==> src/rtl/bert_fixed_pkg.sv <==
// Shared fixed-point helpers for the BERT encoder datapath: accumulator sizing
// and the dot-product accumulator state encoding.
package bert_fixed_pkg;

  typedef enum logic [0:0] {
    ACCUM = 1'b0,
    HOLD  = 1'b1
  } acc_state_t;

  // Full-precision accumulator width: product bits plus lane and beat growth.
  function automatic int unsigned acc_width(input int unsigned dw,
                                            input int unsigned ww,
                                            input int unsigned p,
                                            input int unsigned d);
    return dw + ww + $clog2(p) + $clog2(d);
  endfunction

endpackage

==> src/rtl/fixed_dot_chunk.sv <==
// Combinational signed dot product of one PARALLELISM-wide chunk:
// per-lane multiply followed by a balanced adder tree.
module fixed_dot_chunk #(
  parameter int unsigned DATA_W      = 16,
  parameter int unsigned WEIGHT_W    = 16,
  parameter int unsigned PARALLELISM = 4,
  parameter int unsigned SUM_W       = DATA_W + WEIGHT_W + $clog2(PARALLELISM)
) (
  input  logic        [PARALLELISM-1:0][DATA_W-1:0]   data_in,
  input  logic        [PARALLELISM-1:0][WEIGHT_W-1:0] weight,
  output logic signed [SUM_W-1:0]                     chunk_sum
);

  localparam int unsigned PROD_W = DATA_W + WEIGHT_W;
  localparam int unsigned LVL    = $clog2(PARALLELISM);
  localparam int unsigned LEAVES = 1 << LVL;

  // Heap-ordered tree: leaves at LEAVES-1.., root at index 0.
  logic signed [SUM_W-1:0] w_node [2*LEAVES-1];

  genvar gi;
  generate
    for (gi = 0; gi < LEAVES; gi++) begin : g_leaf
      if (gi < PARALLELISM) begin : g_lane
        logic signed [PROD_W-1:0] w_prod;
        assign w_prod = PROD_W'($signed(data_in[gi])) * PROD_W'($signed(weight[gi]));
        assign w_node[LEAVES-1+gi] = SUM_W'(w_prod);
      end else begin : g_pad
        assign w_node[LEAVES-1+gi] = '0;
      end
    end

    for (gi = 0; gi < LEAVES - 1; gi++) begin : g_add
      assign w_node[gi] = w_node[2*gi+1] + w_node[2*gi+2];
    end
  endgenerate

  assign chunk_sum = w_node[0];

endmodule

==> src/rtl/key_proj_dot_accumulator.sv <==
// Joins activation and projection-weight chunk streams and accumulates IN_DEPTH
// chunk products into one full-precision signed dot product on a valid/ready output.
module key_proj_dot_accumulator
  import bert_fixed_pkg::*;
#(
  parameter int unsigned DATA_W      = 16,
  parameter int unsigned DATA_FRAC   = 3,
  parameter int unsigned WEIGHT_W    = 16,
  parameter int unsigned WEIGHT_FRAC = 3,
  parameter int unsigned PARALLELISM = 4,
  parameter int unsigned IN_DEPTH    = 8,
  parameter int unsigned ACC_W       = acc_width(DATA_W, WEIGHT_W, PARALLELISM, IN_DEPTH)
) (
  input  logic                                  clk,
  input  logic                                  rst,
  input  logic [PARALLELISM-1:0][DATA_W-1:0]    data_in,
  input  logic                                  data_in_valid,
  output logic                                  data_in_ready,
  input  logic [PARALLELISM-1:0][WEIGHT_W-1:0]  weight,
  input  logic                                  weight_valid,
  output logic                                  weight_ready,
  output logic signed [ACC_W-1:0]               data_out,
  output logic                                  data_out_valid,
  input  logic                                  data_out_ready
);

  localparam int unsigned SUM_W = DATA_W + WEIGHT_W + $clog2(PARALLELISM);
  localparam int unsigned CNT_W = $clog2(IN_DEPTH) + 1;

  // Result binary point sits at DATA_FRAC+WEIGHT_FRAC; it must fit the result.
  generate
    if (IN_DEPTH < 1 || DATA_FRAC + WEIGHT_FRAC >= ACC_W) begin : g_param_check
      $error("key_proj_dot_accumulator: invalid IN_DEPTH or fractional widths");
    end
  endgenerate

  acc_state_t              r_state;
  logic [CNT_W-1:0]        r_beat_cnt;
  logic signed [ACC_W-1:0] r_acc;
  logic signed [ACC_W-1:0] r_data_out;
  logic                    r_data_out_valid;

  logic                    w_can_accept;
  logic                    w_fire;
  logic                    w_last;
  logic signed [SUM_W-1:0] w_chunk_sum;
  logic signed [ACC_W-1:0] w_sum;

  fixed_dot_chunk #(
    .DATA_W      (DATA_W),
    .WEIGHT_W    (WEIGHT_W),
    .PARALLELISM (PARALLELISM),
    .SUM_W       (SUM_W)
  ) u_chunk (
    .data_in   (data_in),
    .weight    (weight),
    .chunk_sum (w_chunk_sum)
  );

  // Join: each ready depends only on the other side's valid, never its own.
  assign w_can_accept  = (r_state == ACCUM) | data_out_ready;
  assign data_in_ready = weight_valid & w_can_accept;
  assign weight_ready  = data_in_valid & w_can_accept;
  assign w_fire        = data_in_valid & weight_valid & w_can_accept;

  assign w_last = (r_beat_cnt == CNT_W'(IN_DEPTH - 1));
  assign w_sum  = r_acc + ACC_W'(w_chunk_sum);

  // In HOLD the accumulator is already zero, so a draining-cycle fire is beat 0.
  always_ff @(posedge clk) begin
    if (rst) begin
      r_state          <= ACCUM;
      r_beat_cnt       <= '0;
      r_acc            <= '0;
      r_data_out       <= '0;
      r_data_out_valid <= 1'b0;
    end else begin
      case (r_state)
        ACCUM: begin
          if (w_fire) begin
            if (w_last) begin
              r_data_out       <= w_sum;
              r_data_out_valid <= 1'b1;
              r_acc            <= '0;
              r_beat_cnt       <= '0;
              r_state          <= HOLD;
            end else begin
              r_acc      <= w_sum;
              r_beat_cnt <= r_beat_cnt + CNT_W'(1);
            end
          end
        end
        HOLD: begin
          if (data_out_ready) begin
            if (w_fire && w_last) begin
              r_data_out <= w_sum;
            end else if (w_fire) begin
              r_acc            <= w_sum;
              r_beat_cnt       <= r_beat_cnt + CNT_W'(1);
              r_data_out_valid <= 1'b0;
              r_state          <= ACCUM;
            end else begin
              r_data_out_valid <= 1'b0;
              r_state          <= ACCUM;
            end
          end
        end
        default: begin
          r_state <= ACCUM;
        end
      endcase
    end
  end

  assign data_out       = r_data_out;
  assign data_out_valid = r_data_out_valid;

endmodule

==> config.mk <==
export PLATFORM = sky130hd
export DESIGN_NAME = key_proj_dot_accumulator
export DESIGN_NICKNAME = d
export VERILOG_FILES = /design/src/rtl/bert_fixed_pkg.sv /design/src/rtl/fixed_dot_chunk.sv /design/src/rtl/key_proj_dot_accumulator.sv
export SDC_FILE = /design/constraint.sdc
export NUM_CORES = 2
export LEC_CHECK = 0
export CORE_MARGIN = 2
export CORE_UTILIZATION = 44
export CTS_CLUSTER_SIZE = 30
export DETAILED_ROUTE_END_ITERATION = 7
export DONT_BUFFER_PORTS = 1
export GPL_TIMING_DRIVEN = 0
export HOLD_SLACK_MARGIN = 0.02
export PLACE_DENSITY = 0.66
export SLEW_MARGIN = 20
export SYNTH_ARGS = -nofsm -noshare
export SYNTH_HDL_FRONTEND = slang
export SYNTH_SLANG_ARGS = --single-unit
==> constraint.sdc <==
create_clock -name clk -period 28.8 [get_ports clk]
set_input_delay 2.88 -clock clk [delete_from_list [all_inputs] [get_ports clk]]
set_output_delay 2.88 -clock clk [all_outputs]
set_load 0.02 [all_outputs]
==> results.toml <==
[run_status]
status = "completed"

[logic_synthesis]
synth-edff-count = 0
synth_warnings = 0
yosysUniqueCellTypes = 59
synth-async-reset-ratio = 0
synthCells = 4816
yosys.area.top_type = "fa_1"
syn_area_per_cell_um2 = 9.56
syn_nets = 6597
synth.top_cell.area_share = 0.582
synth.area.top_cells = "fa_1 (58%), inv_1 (12%), ha_1 (8.4%)"
ys_seq_area_frac = 0.0348
synth_ff_type = "dfxtp_1"
netlist_area_mm2 = 0.0460
synth_seq_cells = 80

[sta]
worst_pin_slew_ns = 1.05
hold_viol = 0
fin_skew_ns = 0.00951
setup_viol = 0
fin_crit_ns = 12.07
rsz0062_at_grt = "false"
fin_setup_tns_ns = 0
fin_crit_sh = 0.419
fmax_mhz = 82.8
slew_viol_final = 0
holdWs_ns = 0.466
max-slew-margin-rel = 0.296

[clock_network]
htreeDepth = 3
cts_tree = "done"
cts_made_buffers = 9
ctsHoldBuffers = 0
cts.path.max_buffers = 2
clock_latency_ns = 0.36
post_cts_buffers = 0
cts.clk_slew.worst_paths_ns = 0.07
cts_root_buffer = "clkbuf_16"
cts_resized = 0
clock-sinks = 80

[grt]
antenna_found_initial = 13
first_global_vias = 34200
grt_pass1_wl_um = 203000
grt_overflow = 0
grt_max_degree = 23
grt_use_total = 0.252

[flow_run]
maxCapViolations = 0

[drt]
wirelength_um = 128000
dr.pass1.iters = 5
wl_per_cell_um = 20.6
drc = 0
drtAntennaViolNets = 0
drtIter0Drc = 1858
vias_per_cell = 4.95
via_count = 30800

[setup_path]
cp.arrival_ns = 12.32
critPathMaxFanout = 12
reg2reg_slack_ns = 20.99
startpoint_type = "primary input"
cp-end-kind = "flip-flop"
critPathKind = "primary input to flip-flop"
rr_worst_depth = 23
reg2reg_from = "r_acc[15]"
reg2reg_to = "r_acc[36]"
startpoint = "weight[16]"
crit_required_ns = 29.05
setup.worst_path.end = "r_acc[36]"

[finish]
area_growth_pct = 4.51
drive_gt1_frac = 0.00662
fin_nets = 6609
utilization = 0.464
stdcell_area_mm2 = 0.0481

[place]
dpl.hpwl_um = 120000
place_area_mm2 = 0.0478
gp_congestion = 0.962
port_buffers = 0

[floorplan]
coreArea_mm2 = 0.104
die-area_mm2 = 0.107
std_cell_rows = 118
io_pins = 173
start_util = 0.444
die_h_um = 327
fp.dieW_um = 327

[hold_path]
hold_path_class = "flip-flop to flip-flop"
per-layer routing:
layer | track usage | up-vias | routed length (um)
li1 | - | 13600 | -
met1 | 0.336 | 16000 | 53600
met2 | 0.411 | 1059 | 59600
met3 | 0.0576 | 232 | 10600
met4 | 0.0780 | 14 | 4320
met5 | 0 | - | 90
worst max-delay path, stage by stage:
cell and delay (ns):
clkbuf_1 0.25, nand2_1 0.66, inv_1 0.39, fa_1 0.59, inv_1 0.05, fa_1 0.53
inv_1 0.05, fa_1 0.49, inv_1 0.06, fa_1 0.50, fa_1 0.45, fa_1 0.49
inv_1 0.05, fa_1 0.64, fa_1 0.47, fa_1 0.48, fa_1 0.52, ha_1 0.29
buf_2 0.18, nand4_1 0.21, nor4_1 0.68, nand4_1 0.35, o211ai_2 0.25, o31ai_4 0.13
a211oi_1 0.25, o21ai_0 0.11, a32o_1 0.26
worst min-delay path by stage:
stage,startpoint,end,depth (start not counted)
final,r_acc[25],r_acc[25],2
after global routing,r_acc[14],r_acc[14],2
after CTS,r_acc[21],r_acc[21],2
after detailed placement,r_acc[21],r_acc[21],2
after global placement,r_acc[20],r_acc[20],2
after floorplan,r_acc[13],r_acc[13],2
area by class of cell:
class / count / area, um^2
inverters: 1471 / 5520
plain buffers: 159 / 614
clock inverters: 3 / 23.8
well taps: 1380 / 1730
repair buffers: 1 / 15.0
diodes: 16 / 40.0
clock buffers: 13 / 270
multi-input cells: 3106 / 38300
fillers: 10000 / 55500
flip-flops and latches: 80 / 1600
cell usage in the layout, fill, tap and decap left out, drive strengths merged, types with 5 or more instances in the layout:
cell type	count
or3	5
nand2	593
a31oi	9
a211oi	6
nand2b	38
o21ai	42
nand3	20
a22oi	18
nor2	68
a21o	17
fa	1339
nand3b	6
xor2	14
ha	309
buf	6
clkbuf	167
o211ai	5
diode	16
and3	5
nand4	7
o21a	6
a21boi	5
and2	450
nor2b	10
a21oi	57
nor3	10
inv	1472
xnor2	27
dfxtp	80
cells in the mapped netlist (2+ instances only):
cell,number
nand2_1,593
o21ai_1,3
clkbuf_2,2
a21boi_0,5
a2bb2oi_1,2
and3_1,4
o21a_1,6
a31oi_1,9
xor2_1,14
nand3_1,19
nand3b_1,6
a22o_1,4
and2_1,449
clkbuf_1,152
nor3_1,9
nand2b_1,38
or4_1,4
ha_1,309
dfxtp_1,80
nor3b_1,2
o21bai_1,3
a22oi_1,18
nor2_1,68
nor4_1,2
o21ai_0,39
xnor2_1,27
inv_1,1471
nand4_1,7
nor4b_1,4
buf_2,3
mux2i_1,2
o31ai_1,2
o211ai_1,4
a211oi_1,5
or3_1,5
a32o_1,4
a21oi_1,57
fa_1,1339
a21o_1,17
nor2b_1,10
flip-flops by register name (all words and copies together) (netlist names):
signal and count:
r_acc 37, r_beat_cnt 4, data_out 37, r_state 1, data_out_valid 1
metrics by stage:
| step | worst slack [ns] | cells |
|---|---|---|
| global placement | 16.23 | 6196 |
| detailed placement | 16.30 | 6197 |
| floorplan | 17.78 | 4816 |
| global route | 16.34 | 6213 |
| finish | 16.73 | 6229 |
| CTS | 16.65 | 6213 |
kinds of logic after synthesis:
logic type | synth area share
fa+ha+maj | 0.666
xor+xnor | 0.00780
flops | 0.0348
mux | 0.000435
buf+inv | 0.133
compound gates | 0.0267
simple gates | 0.131
Power is not shown: default switching activity piles up to over one toggle a cycle in this logic, so the estimate is an artifact.
